[src/rtl/axi_lite_master.sv]
// Single-outstanding AXI4-Lite initiator bridging a command/response port to AXI4-Lite.
// Define AXI_LITE_MASTER_CONCURRENT_AW_W_EN to issue AW and W together; default issues W after AW.
module axi_lite_master #(
  parameter int ADDR_WIDTH       = 8,
  parameter int DATA_WIDTH_BYTES = 4
) (
  input  logic                          clk,
  input  logic                          rst,
  input  logic                          cmd_valid,
  output logic                          cmd_ready,
  input  logic                          cmd_write,
  input  logic [ADDR_WIDTH-1:0]         cmd_addr,
  input  logic [DATA_WIDTH_BYTES*8-1:0] cmd_wdata,
  input  logic [DATA_WIDTH_BYTES-1:0]   cmd_wstrb,
  output logic                          rsp_valid,
  input  logic                          rsp_ready,
  output logic [DATA_WIDTH_BYTES*8-1:0] rsp_data,
  output logic [1:0]                    rsp_resp,
  output logic                          awvalid,
  output logic [ADDR_WIDTH-1:0]         awaddr,
  input  logic                          awready,
  output logic                          wvalid,
  output logic [DATA_WIDTH_BYTES*8-1:0] wdata,
  output logic [DATA_WIDTH_BYTES-1:0]   wstrb,
  input  logic                          wready,
  input  logic                          bvalid,
  input  logic [1:0]                    bresp,
  output logic                          bready,
  output logic                          arvalid,
  output logic [ADDR_WIDTH-1:0]         araddr,
  input  logic                          arready,
  input  logic                          rvalid,
  input  logic [DATA_WIDTH_BYTES*8-1:0] rdata,
  input  logic [1:0]                    rresp,
  output logic                          rready
);

  localparam int DW = DATA_WIDTH_BYTES * 8;

  typedef enum logic [2:0] {IDLE, WR_ADDR, WR_DATA, WR_RESP, RD_ADDR, RD_DATA, RSP} state_t;

  state_t                  state, state_n;
  logic                    cmd_ready_n, rsp_valid_n;
  logic [DW-1:0]           rsp_data_n;
  logic [1:0]              rsp_resp_n;
  logic                    awvalid_n, wvalid_n, bready_n, arvalid_n, rready_n;
  logic [ADDR_WIDTH-1:0]   awaddr_n, araddr_n;
  logic [DW-1:0]           wdata_n;
  logic [DATA_WIDTH_BYTES-1:0] wstrb_n;

`ifdef AXI_LITE_MASTER_CONCURRENT_AW_W_EN
  logic aw_done, w_done, aw_done_n, w_done_n;
  logic aw_hs, w_hs;
  assign aw_hs = awvalid & awready;
  assign w_hs  = wvalid & wready;
`endif

  // Every output is a register; the comb block only computes their next values.
  always_ff @(posedge clk or posedge rst) begin
    if (rst) begin
      state     <= IDLE;
      cmd_ready <= 1'b1;
      rsp_valid <= 1'b0;
      rsp_data  <= '0;
      rsp_resp  <= '0;
      awvalid   <= 1'b0;
      awaddr    <= '0;
      wvalid    <= 1'b0;
      wdata     <= '0;
      wstrb     <= '0;
      bready    <= 1'b0;
      arvalid   <= 1'b0;
      araddr    <= '0;
      rready    <= 1'b0;
`ifdef AXI_LITE_MASTER_CONCURRENT_AW_W_EN
      aw_done   <= 1'b0;
      w_done    <= 1'b0;
`endif
    end else begin
      state     <= state_n;
      cmd_ready <= cmd_ready_n;
      rsp_valid <= rsp_valid_n;
      rsp_data  <= rsp_data_n;
      rsp_resp  <= rsp_resp_n;
      awvalid   <= awvalid_n;
      awaddr    <= awaddr_n;
      wvalid    <= wvalid_n;
      wdata     <= wdata_n;
      wstrb     <= wstrb_n;
      bready    <= bready_n;
      arvalid   <= arvalid_n;
      araddr    <= araddr_n;
      rready    <= rready_n;
`ifdef AXI_LITE_MASTER_CONCURRENT_AW_W_EN
      aw_done   <= aw_done_n;
      w_done    <= w_done_n;
`endif
    end
  end

  always_comb begin
    state_n     = state;
    cmd_ready_n = cmd_ready;
    rsp_valid_n = rsp_valid;
    rsp_data_n  = rsp_data;
    rsp_resp_n  = rsp_resp;
    awvalid_n   = awvalid;
    awaddr_n    = awaddr;
    wvalid_n    = wvalid;
    wdata_n     = wdata;
    wstrb_n     = wstrb;
    bready_n    = bready;
    arvalid_n   = arvalid;
    araddr_n    = araddr;
    rready_n    = rready;
`ifdef AXI_LITE_MASTER_CONCURRENT_AW_W_EN
    aw_done_n   = aw_done;
    w_done_n    = w_done;
`endif
    case (state)
      IDLE: begin
        if (cmd_valid) begin
          cmd_ready_n = 1'b0;
          if (cmd_write) begin
            awaddr_n  = cmd_addr;
            wdata_n   = cmd_wdata;
            wstrb_n   = cmd_wstrb;
            awvalid_n = 1'b1;
`ifdef AXI_LITE_MASTER_CONCURRENT_AW_W_EN
            wvalid_n  = 1'b1;
            aw_done_n = 1'b0;
            w_done_n  = 1'b0;
`endif
            state_n   = WR_ADDR;
          end else begin
            araddr_n  = cmd_addr;
            arvalid_n = 1'b1;
            state_n   = RD_ADDR;
          end
        end
      end
      WR_ADDR: begin
`ifdef AXI_LITE_MASTER_CONCURRENT_AW_W_EN
        // Handshakes may land on the same or different edges; sticky flags cover both.
        if (aw_hs) awvalid_n = 1'b0;
        if (w_hs)  wvalid_n  = 1'b0;
        aw_done_n = aw_done | aw_hs;
        w_done_n  = w_done | w_hs;
        if (aw_done_n && w_done_n) begin
          bready_n = 1'b1;
          state_n  = WR_RESP;
        end
`else
        if (awready) begin
          awvalid_n = 1'b0;
          wvalid_n  = 1'b1;
          state_n   = WR_DATA;
        end
`endif
      end
      WR_DATA: begin
        if (wready) begin
          wvalid_n = 1'b0;
          bready_n = 1'b1;
          state_n  = WR_RESP;
        end
      end
      WR_RESP: begin
        if (bvalid) begin
          bready_n    = 1'b0;
          rsp_resp_n  = bresp;
          rsp_data_n  = '0;
          rsp_valid_n = 1'b1;
          state_n     = RSP;
        end
      end
      RD_ADDR: begin
        if (arready) begin
          arvalid_n = 1'b0;
          rready_n  = 1'b1;
          state_n   = RD_DATA;
        end
      end
      RD_DATA: begin
        if (rvalid) begin
          rready_n    = 1'b0;
          rsp_data_n  = rdata;
          rsp_resp_n  = rresp;
          rsp_valid_n = 1'b1;
          state_n     = RSP;
        end
      end
      RSP: begin
        if (rsp_ready) begin
          rsp_valid_n = 1'b0;
          cmd_ready_n = 1'b1;
          state_n     = IDLE;
        end
      end
      default: state_n = IDLE;
    endcase
  end

endmodule

[config.mk]
export PLATFORM = sky130hd
export DESIGN_NAME = axi_lite_master
export DESIGN_NICKNAME = d
export VERILOG_FILES = /design/src/rtl/axi_lite_master.sv
export SDC_FILE = /design/constraint.sdc
export NUM_CORES = 1
export LEC_CHECK = 0
export ABC_AREA = 1
export CAP_MARGIN = 40
export CORE_MARGIN = 3
export CORE_UTILIZATION = 30
export DETAILED_ROUTE_END_ITERATION = 10
export PLACE_DENSITY = 0.6
export SLEW_MARGIN = 20
export SYNTH_ARGS = -nofsm -noshare
export SYNTH_HDL_FRONTEND = slang
export SYNTH_SLANG_ARGS = --single-unit
export TNS_END_PERCENT = 1
[constraint.sdc]
create_clock -name clk -period 6.3 [get_ports clk]
set_clock_uncertainty 0.05 [all_clocks]
set_input_delay 0.945 -clock clk [delete_from_list [all_inputs] [get_ports clk]]
set_output_delay 0.945 -clock clk [all_outputs]
set_load 0.005 [all_outputs]
==> impl_summary.txt, run 1 <==
----------------------------------------------------
[Status]
  Outcome ... finished clean

[Timing]
  Final total negative setup slack ... 0 ps
  Pin slew with the least headroom to its limit ... 738 ps
  Worst max-slew margin expressed relative to the limit ... approximately 51%
  Hold Vio Cnt, Final ... 0
  RSZ-0062 raised after global routing ... false
  Endpoints failing setup ... 0
  Final period util ... about two fifths
  Max-slew violation total from the final report ... 0
  Period minus WS final ... roughly 2400 ps
  Fmax ... around 410 MHz

[GRT]
  Global-route wire length before repair ... about 17000 um
  Overflow left after global routing ... 0
  Largest net degree at the start of global routing ... 90
  Vias in the first global route ... roughly 3.4k
  GRT Resource Usage Total ... 14.3%
  Number of antenna violations at the first check in global routing ... 0

[Worst setup path]
  FF-to-FF setup slack ... 4190 ps
  Classification of the worst setup path ... input pin to register
  Critical path peak fanout ... 69
  Reg-to-reg critical path startpoint ... state[0]$_DFFE_PP0P_
  Required @ worst endpoint ... 6490 ps
  Endpoint of the lowest-slack register-to-register path ... rsp_data[7]$_DFFE_PP0P_
  Crit path capture type ... register
  Number of cells on the worst reg-to-reg path ... 6
  Worst EP arrival ... 2620 ps
  Crit start category ... input pin

[Synthesis]
  Cells after Synth ... 448
  Sequential share of the synthesized area ... 59.9%
  Cell type with the largest total area after synthesis ... dfrtp_1
  Top-area cell type share of the netlist area ... approximately 60%
  Top cells by area, synth ... dfrtp_1, nand2_1, inv_1
  Mean area per synthesized cell ... 8.95 sq um
  Synthesized netlist net count ... 538
  Flip-flop and latch count after synthesis ... 96
  Mapped Area ... 4010 sq um
  Total number of yosys warnings ... 0
  Number of unique standard cell types used by synthesis ... 23

[Drt]
  Number of vias per cell after detailed routing ... 4.34
  Via count ... roughly 3.5k
  DR DRC count ... 0
  Starting DRT DRC Count ... roughly 190
  Number of iterations in the first detailed-routing pass ... 4
  Drt total wl ... 10500 um
  Wire per inst ... 13.1 um
  Number of antenna-violating nets in the routed design ... 0

[Layout]
  Layout overhead on the synthesized area ... 56.9%
  Multi-input logic area ... 1240 sq um
  Share of layout cells above drive strength 1 ... 6.70%
  Diode insertion count for antenna repair ... 0
  Core utilization of the finished layout ... 49.1%
  Number of fill cells ... 1199
  Area used by sequential logic in the layout ... 2400 sq um
  Final net count ... 712
  Most frequent cells in the layout ... clkdlybuf4s50_1, nand2_1, dfrtp_1
  Most common cell after layout, fill and taps aside ... clkdlybuf4s50_1

[Power]
  Int Power ... 1.88 mW
  Power per cell area ... roughly 440 nW/um^2
  Static Leak ... 2.89 nW
  Flop pwr share ... 37.9%
  Switching Share ... between 30% and 40%
  Max IR drop VDD ... 0.294 mV
  Share of total power in the clock network ... 21.6%
  Share of power burned in combinational logic ... 40.6%
  Switch Pwr ... 881 uW

[Placed design]
  Quantity of I/O buffers inserted on ports ... 182
  Detailed placer's ending HPWL ... between 7000 and 8000 um
  RePlAce Congestion ... 0.801

[Floorplan]
  Starting Density ... 31.3%
  Die span in x ... around 120 um
  I/O pin cnt ... 183
  Area of the core region ... 12800 sq um
  Vert. Die Dim ... 122 um
  Placement row count ... slightly above 40
  Total Die Area ... approximately 15000 sq um

[CTS]
  CTS root buf ... clkbuf_16
  Post-CTS setup buffer count ... 0
  Clock Pin Slew Worst Setup and Hold Paths ... 70 ps
  Number of hold buffers added after CTS ... 0
  Deepest level of the CTS H-tree ... 3
  Maximum count of clock buffers along a single path ... 2
  TritonCTS clock tree ... built
  Clock latency on the worst-skew pair ... 340 ps
  Number of clock sinks seen by CTS ... 96
  Number of buffers created by CTS ... 9
  Quantity of gates resized following cts ... 0

[Min path]
  Classification of the worst-slack hold path ... register to register
  Startpoint of the worst hold path ... cmd_ready$_DFFE_PP1P_
  Worst hold path depth ... 2
  Worst min-delay path endpoint ... cmd_ready$_DFFE_PP1P_

[Job]
  Max cap viols ... 0

----------------------------------------------------
[worst max path at each step]
stage	from	slack, ps	endpoint
detailed placement	rvalid	3520	rsp_data[7]$_DFFE_PP0P_
global placement	rvalid	3610	rsp_data[3]$_DFFE_PP0P_
CTS	rvalid	3890	rsp_data[7]$_DFFE_PP0P_
floorplan	rst	2800	araddr[0]$_DFFE_PP0P_
finish	rvalid	3870	rsp_data[7]$_DFFE_PP0P_
global route	rvalid	3700	rsp_data[4]$_DFFE_PP0P_
[flip-flops by register name, indices dropped and copies added (netlist names), 2 cells and up]
register  cells
wdata        32
rsp_resp      2
araddr        8
rsp_data     32
awaddr        8
state         3
wstrb         4
[through the flow]
stage / std cells / total power [mW] / hold WS (ps) / area, sq um / setup slack (ps)
after floorplan: 448 / 1.52 / 401 / 4010 / 2800
final: 799 / 2.76 / 426 / 6290 / 3870
after detailed placement: 782 / 2.18 / 415 / 5930 / 3520
after global placement: 782 / 2.16 / 414 / 5930 / 3610
after global routing: 799 / 2.96 / 456 / 6290 / 3700
after CTS: 798 / 2.80 / 425 / 6260 / 3890
[worst max-delay path, stage by stage]
cell             delay, ps
clkdlybuf4s50_1        450
inv_1                   40
nand4_1                170
nand3_4                560
o21ai_0                410
[per-layer routing]
| layer | routed length (um) | share of wire (%) | track usage, % |
|---|---|---|---|
| met1 | 4190 | 40 | 16.4 |
| met2 | 5070 | 48 | 23.6 |
| met3 | 1070 | 10 | 6.64 |
| met4 | 169 | 1.6 | 5.18 |
| met5 | 0 | 0 | 0 |
[power groups by stage]
stage          Sequential [mW]  Clock (mW)  Combinational [mW]
2_1_floorplan             1.05           0               0.477
4_1_cts                   1.05       0.615                1.13
3_3_place_gp              1.05           0                1.11
3_5_place_dp              1.05           0                1.13
5_1_grt                   1.08       0.633                1.25
6_report                  1.04       0.595                1.12
[synth_stat cells (all sizes together)]
master	count
a21boi	2
a21oi	2
buf	15
clkbuf	7
dfrtp	95
dfstp	1
inv	62
nand2	143
nand3	13
nand4	2
nor2	9
nor3	1
o21ai	94
or2	2
[layout make-up]
cell class              instances  share of cell area, %
inverters                      62                   3.74
multi-input cells             268                   19.7
flip-flops and latches         96                   38.2
repair buffers                185                   29.6
well taps                     172                   3.42
clock buffers                  10                   3.80
clock inverters                 6                   1.47
[kinds of logic (layout without fill, tap and decap cells)]
kind of cell | count (synthesis) | after routing | share of synthesized area [%]
simple gates | 170 | 170 | 17.7
buf+inv | 84 | 263 | 9.08
flops | 96 | 96 | 59.9
compound gates | 98 | 98 | 13.3
No activity file was read; power rests on OpenSTA's default activity.
==> inputs of run 2 (changes only) <==
- clock period: 6.3 -> 2.36 ns (I/O delays scaled with it)
==> run 2 against run 1 <==
Effect of this change:
- non-clock buffer count is 1 higher
- total power increased to 2.6 times the previous value
- hold slack got worse by 13 ps
- first-iteration DRC count down 33%
- count of clock-buffer cells in the layout is 2 higher
- largest cell class unchanged
- largest power group unchanged
==> impl_summary.txt, run 2 (synthesis gave the netlist of run 1 again) <==
----------------------------------------------------
[Layout]
  Layout overhead on the synthesized area ... 55.9%
  Share of layout cells above drive strength 1 ... 6.53%
  Final net count ... 713
  Most common cell after layout, fill and taps aside ... clkdlybuf4s50_1
  Most frequent cells in the layout ... clkdlybuf4s50_1, nand2_1, dfrtp_1
  Diode insertion count for antenna repair ... 0
  Largest registers ranked by flip-flop count ... rsp_data x32, wdata x32
  Design Area, Final ... 6250 sq um

[CTS]
  Quantity of gates resized following cts ... 0
  Clock Pin Slew Worst Setup and Hold Paths ... 60 ps
  Post-CTS setup buffer count ... 0
  CTS root buf ... clkbuf_16
  Number of hold buffers added after CTS ... 0
  Number of clock sinks seen by CTS ... 96
  Deepest level of the CTS H-tree ... 3
  TritonCTS clock tree ... built
  Number of buffers created by CTS ... 9
  Clock latency on the worst-skew pair ... about 330 ps
  Maximum count of clock buffers along a single path ... 2

[Timing]
  Period minus WS final ... 1790 ps
  Max-slew violation total from the final report ... 0
  Worst max-slew margin expressed relative to the limit ... 56.3%
  Endpoints failing setup ... 0
  Worst setup slack after layout ... around 570 ps
  Hold Vio Cnt, Final ... 0
  RSZ-0062 raised after global routing ... false
  Final total negative setup slack ... 0 ps
  Final period util ... 75.8%
  Pin slew with the least headroom to its limit ... 655 ps
  Worst-case hold slack ... 413 ps
  Fmax ... 559 MHz

[Placed design]
  Quantity of I/O buffers inserted on ports ... between 150 and 200
  DP Area ... between 5000 and 6000 sq um
  Pre-CTS worst setup slack ... between 400 and 500 ps
  RePlAce Congestion ... 0.841
  Detailed placer's ending HPWL ... roughly 7700 um

[Min path]
  Classification of the worst-slack hold path ... register to register
  Startpoint of the worst hold path ... cmd_ready$_DFFE_PP1P_

[Drt]
  Via count ... 3416
  Wire per inst ... 13.0 um
  Drt total wl ... 10400 um
  Starting DRT DRC Count ... 128
  Number of iterations in the first detailed-routing pass ... 4
  Number of vias per cell after detailed routing ... 4.27
  DR DRC count ... 0
  Number of antenna-violating nets in the routed design ... 0

[Floorplan]
  Die span in x ... 122 um
  Vert. Die Dim ... 122 um
  Placement row count ... 41
  I/O pin cnt ... between 150 and 200
  Area of the core region ... 12800 sq um
  Starting Density ... a little under a third
  Total Die Area ... 14800 sq um

[GRT]
  Global-route wire length before repair ... 16900 um
  Largest net degree at the start of global routing ... 90
  GRT Resource Usage Total ... roughly 14%
  Vias in the first global route ... between 3k and 4k
  Overflow left after global routing ... 0
  Number of antenna violations at the first check in global routing ... 0

[Worst setup path]
  Reg-to-reg critical path startpoint ... state[0]$_DFFE_PP0P_
  Required @ worst endpoint ... 1960 ps
  Critical path peak fanout ... 2
  CP max stage cell ... dfstp_2
  Classification of the worst setup path ... register to primary output
  Crit path capture type ... primary output
  Crit start category ... register
  Max incr delay on CP ... 530 ps
  Critical Path Source ... cmd_ready$_DFFE_PP1P_
  Kind of cell with the highest combined delay on the critical path ... flip-flops
  Cell-by-cell listing of the critical path ... clkdlybuf4s50_1
  Worst EP arrival ... around 1400 ps
  Worst path bufs/invs ... 1

[Status]
  Outcome ... finished clean

[Power]
  Max IR drop VDD ... roughly 0.47 mV
  Sum of internal, switching and leakage power ... 7.15 mW
  Static Leak ... 2.87 nW
  Power per cell area ... 1140 nW/um^2

[Job]
  Max cap viols ... 0

----------------------------------------------------
==> run 2: per-stage QoR <==
step           util (%)  instances
4_1_cts            48.7        800
5_1_grt            48.7        800
3_3_place_gp       46.6        784
2_1_floorplan         -        448
3_5_place_dp       46.6        784
6_report           48.7        800
==> run 2: where the power goes <==
part	switching, mW	total (mW)	internal (mW)
registers	0.451	2.80	2.35
logic	1.27	3.00	1.72
clock network	0.603	1.35	0.746
total	2.33	7.15	4.82
==> run 2: cell type report <==
cell class	instances	area, sq um
inverter	62	236
fill	1215	6570
clock buffer	12	246
multi-input combinational	268	1240
timing repair buffer	186	1880
clock inverter	4	30.0
tap	172	215
sequential	96	2400
==> run 2: final timing paths <==
path / end / slack, ps / cells past startpoint
worst max-delay path: cmd_ready / 570 / 1
worst min-delay path: cmd_ready$_DFFE_PP1P_ / 410 / 2
worst max register to register: rsp_data[2]$_DFFE_PP0P_ / 590 / 8
worst min register to register: cmd_ready$_DFFE_PP1P_ / 410 / 2
max in group asynchronous: state[0]$_DFFE_PP0P_ / 1290 / 3
min in group asynchronous: wstrb[2]$_DFFE_PP0P_ / 480 / 3
==> run 2: metal layers <==
| layer | global-route usage, % | vias to the layer above | routed length (um) |
|---|---|---|---|
| met5 | 0 | - | 0 |
| met4 | 5.46 | 0 | 156 |
| met3 | 4.78 | 11 | 876 |
| met2 | 22.1 | 117 | 4730 |
| met1 | 18.7 | 1538 | 4660 |
| li1 | - | 1750 | - |
==> inputs of run 3 (changes only) <==
- PLACE_DENSITY: 0.6 -> 0.62
- clock period: 2.36 -> 1.5 ns (I/O delays scaled with it)
==> run 3 against run 2 <==
Effect of this change:
- the flow now finishes with violations (negative setup slack)
- utilization up 2.4 points
- total power is 58% higher
- cell area increased by 4.9%
- critical endpoint is now araddr[2]$_DFFE_PP0P_
- via count grew 5.9%
==> impl_summary.txt, run 3 (synthesis gave the netlist of run 1 again) <==
----------------------------------------------------
[Placed design]
  Detailed placer's ending HPWL ... 7980 um
  Quantity of I/O buffers inserted on ports ... 182
  DP Area ... 6160 sq um
  RePlAce Congestion ... 0.877

[Timing]
  Pin slew with the least headroom to its limit ... ~270 ps
  Hold Vio Cnt, Final ... 0
  Fmax ... 656 MHz
  Period minus WS final ... ~1500 ps
  Final period util ... 102%
  Max-slew violation total from the final report ... 0
  RSZ-0062 raised after global routing ... true
  Worst max-slew margin expressed relative to the limit ... 82.2%
  Endpoints failing setup ... 5
  Worst-case hold slack ... 286 ps
  Worst setup slack after layout ... -25.1 ps

[Power]
  Static Leak ... roughly 3.8 nW
  Share of power burned in combinational logic ... 42.2%
  Int Power ... 7.46 mW
  Switching Share ... 33.9%
  Switch Pwr ... 3.83 mW
  Flop pwr share ... 38.5%
  Max IR drop VDD ... 0.717 mV
  Share of total power in the clock network ... 19.3%
  Power per cell area ... 1720 nW/um^2

[Drt]
  Via count ... approximately 3.6k
  DR DRC count ... 0
  Wire per inst ... about 14 um
  Drt total wl ... roughly 11000 um
  Number of antenna-violating nets in the routed design ... 0
  Number of vias per cell after detailed routing ... 4.41
  Number of iterations in the first detailed-routing pass ... 4
  Starting DRT DRC Count ... 126

[CTS]
  Deepest level of the CTS H-tree ... 3
  Maximum count of clock buffers along a single path ... 2
  Clock latency on the worst-skew pair ... 330 ps
  CTS root buf ... clkbuf_16
  Number of buffers created by CTS ... 9
  Number of clock sinks seen by CTS ... 96
  Clock Pin Slew Worst Setup and Hold Paths ... 60 ps
  TritonCTS clock tree ... built

[GRT]
  Vias in the first global route ... between 3k and 4k
  Number of antenna violations at the first check in global routing ... 0
  Global-route wire length before repair ... 17800 um
  Overflow left after global routing ... 0
  Largest net degree at the start of global routing ... 90
  GRT Resource Usage Total ... about 15%

[Worst setup path]
  Worst EP arrival ... 1690 ps
  Required @ worst endpoint ... 1660 ps
  Critical path peak fanout ... 17
  Kind of cell with the highest combined delay on the critical path ... simple AND/OR/NAND/NOR gates
  Cell-by-cell listing of the critical path ... buf_6, nor3_4, buf_4, nand3_4, nand2_1, o21ai_0
  CP max stage cell ... dfrtp_2
  Crit start category ... register
  Crit path capture type ... register
  Max incr delay on CP ... 440 ps
  Classification of the worst setup path ... register to register
  Worst path bufs/invs ... 2

[Layout]
  Share of layout cells above drive strength 1 ... 10.5%
  Number of fill cells ... 1239
  Most frequent cells in the layout ... nand2_1, dfrtp_1, clkdlybuf4s50_1
  Most common cell after layout, fill and taps aside ... nand2_1
  Largest registers ranked by flip-flop count ... rsp_data x32, wdata x32
  Design Area, Final ... 6560 sq um
  Diode insertion count for antenna repair ... 0
  Final net count ... 733
  Layout overhead on the synthesized area ... 63.6%

[Floorplan]
  Die span in x ... 122 um
  Vert. Die Dim ... between 100 and 150 um
  Total Die Area ... about 15000 sq um
  Area of the core region ... about 13000 sq um
  I/O pin cnt ... 183
  Starting Density ... 31.3%
  Placement row count ... about 40

[Job]
  Max cap viols ... 0

[Status]
  Outcome ... finished, violations left
  Violated checks ... negative setup slack

[Min path]
  Classification of the worst-slack hold path ... input pin to async pin

----------------------------------------------------
==> run 3: cell count changes in the layout (fill, tap and decap cells not counted), sizes merged <==
cell and delta:
clkdlybuf4s50 -92, dlygate4sd2 +49, dlymetal6s2s +43, clkinvlp -1
clkbuf +1, buf +19, inv +1
==> run 3: worst min-delay path, cell delays in order <==
cell	delay [ps]
clkdlybuf4s50_1	440
clkinvlp_4	130
buf_12	260
==> run 3: path summary, 6_finish.rpt <==
check,slack (ps),cells after the start,to,start
setup / recovery,-30,6,araddr[2]$_DFFE_PP0P_,state[0]$_DFFE_PP0P_
hold / removal,290,3,wstrb[1]$_DFFE_PP0P_,rst
setup reg to reg,-30,6,araddr[2]$_DFFE_PP0P_,state[0]$_DFFE_PP0P_
hold reg to reg,410,2,cmd_ready$_DFFE_PP1P_,cmd_ready$_DFFE_PP1P_
max in group asynchronous,820,3,cmd_ready$_DFFE_PP1P_,rst
min in group clk,380,3,wdata[23]$_DFFE_PP0P_,cmd_wdata[23]
==> run 3: repair_timing <==
action | 4_1_cts | 5_1_grt
gates cloned | 0 | 1
setup buffers | 0 | 1
pin swaps | 1 | 2
endpoints found under the setup margin | 139 | 136
gates resized for setup | 51 | 56
hold buffers | 0 | 0
==> run 3: power groups by stage <==
stage / sequential, mW / clock, mW / combinational [mW]
3_3_place_gp: 4.36 / 0 / 5.11
2_1_floorplan: 4.39 / 0 / 2.00
4_1_cts: 4.36 / 2.26 / 4.85
6_report: 4.35 / 2.17 / 4.76
3_5_place_dp: 4.39 / 0 / 5.21
5_1_grt: 4.50 / 2.39 / 5.35
==> run 3: cell type report <==
class,count,area [sq um],area share (%)
Clock buffer,12,256,3.91
Clock inverter,4,27.5,0.420
Inverter,62,236,3.61
Multi-Input combinational cell,268,1270,19.4
Sequential cell,96,2410,36.7
Tap cell,172,215,3.28
Timing Repair Buffer,206,2140,32.7
==> run 3: layer usage <==
layer	global-route usage (%)	routed length, um
met5	0	0
met4	5.46	140
met3	5.29	925
met2	23.5	5480
met1	19.4	4710
==> run 3: stage by stage <==
step / instances / setup TNS [ps] / setup WS, ps / util [%] / total power [mW]
final: 820 / -81.5 / -25.1 / 51.1 / 11.3
after global routing: 820 / -5540 / -113 / 51.1 / 12.2
after CTS: 818 / -257 / -46.0 / 49.8 / 11.5
after detailed placement: 802 / -3690 / -106 / 48.0 / 9.60
after global placement: 802 / -2440 / -64.2 / 48.0 / 9.48
after floorplan: 448 / 0 / 21.1 / - / 6.40
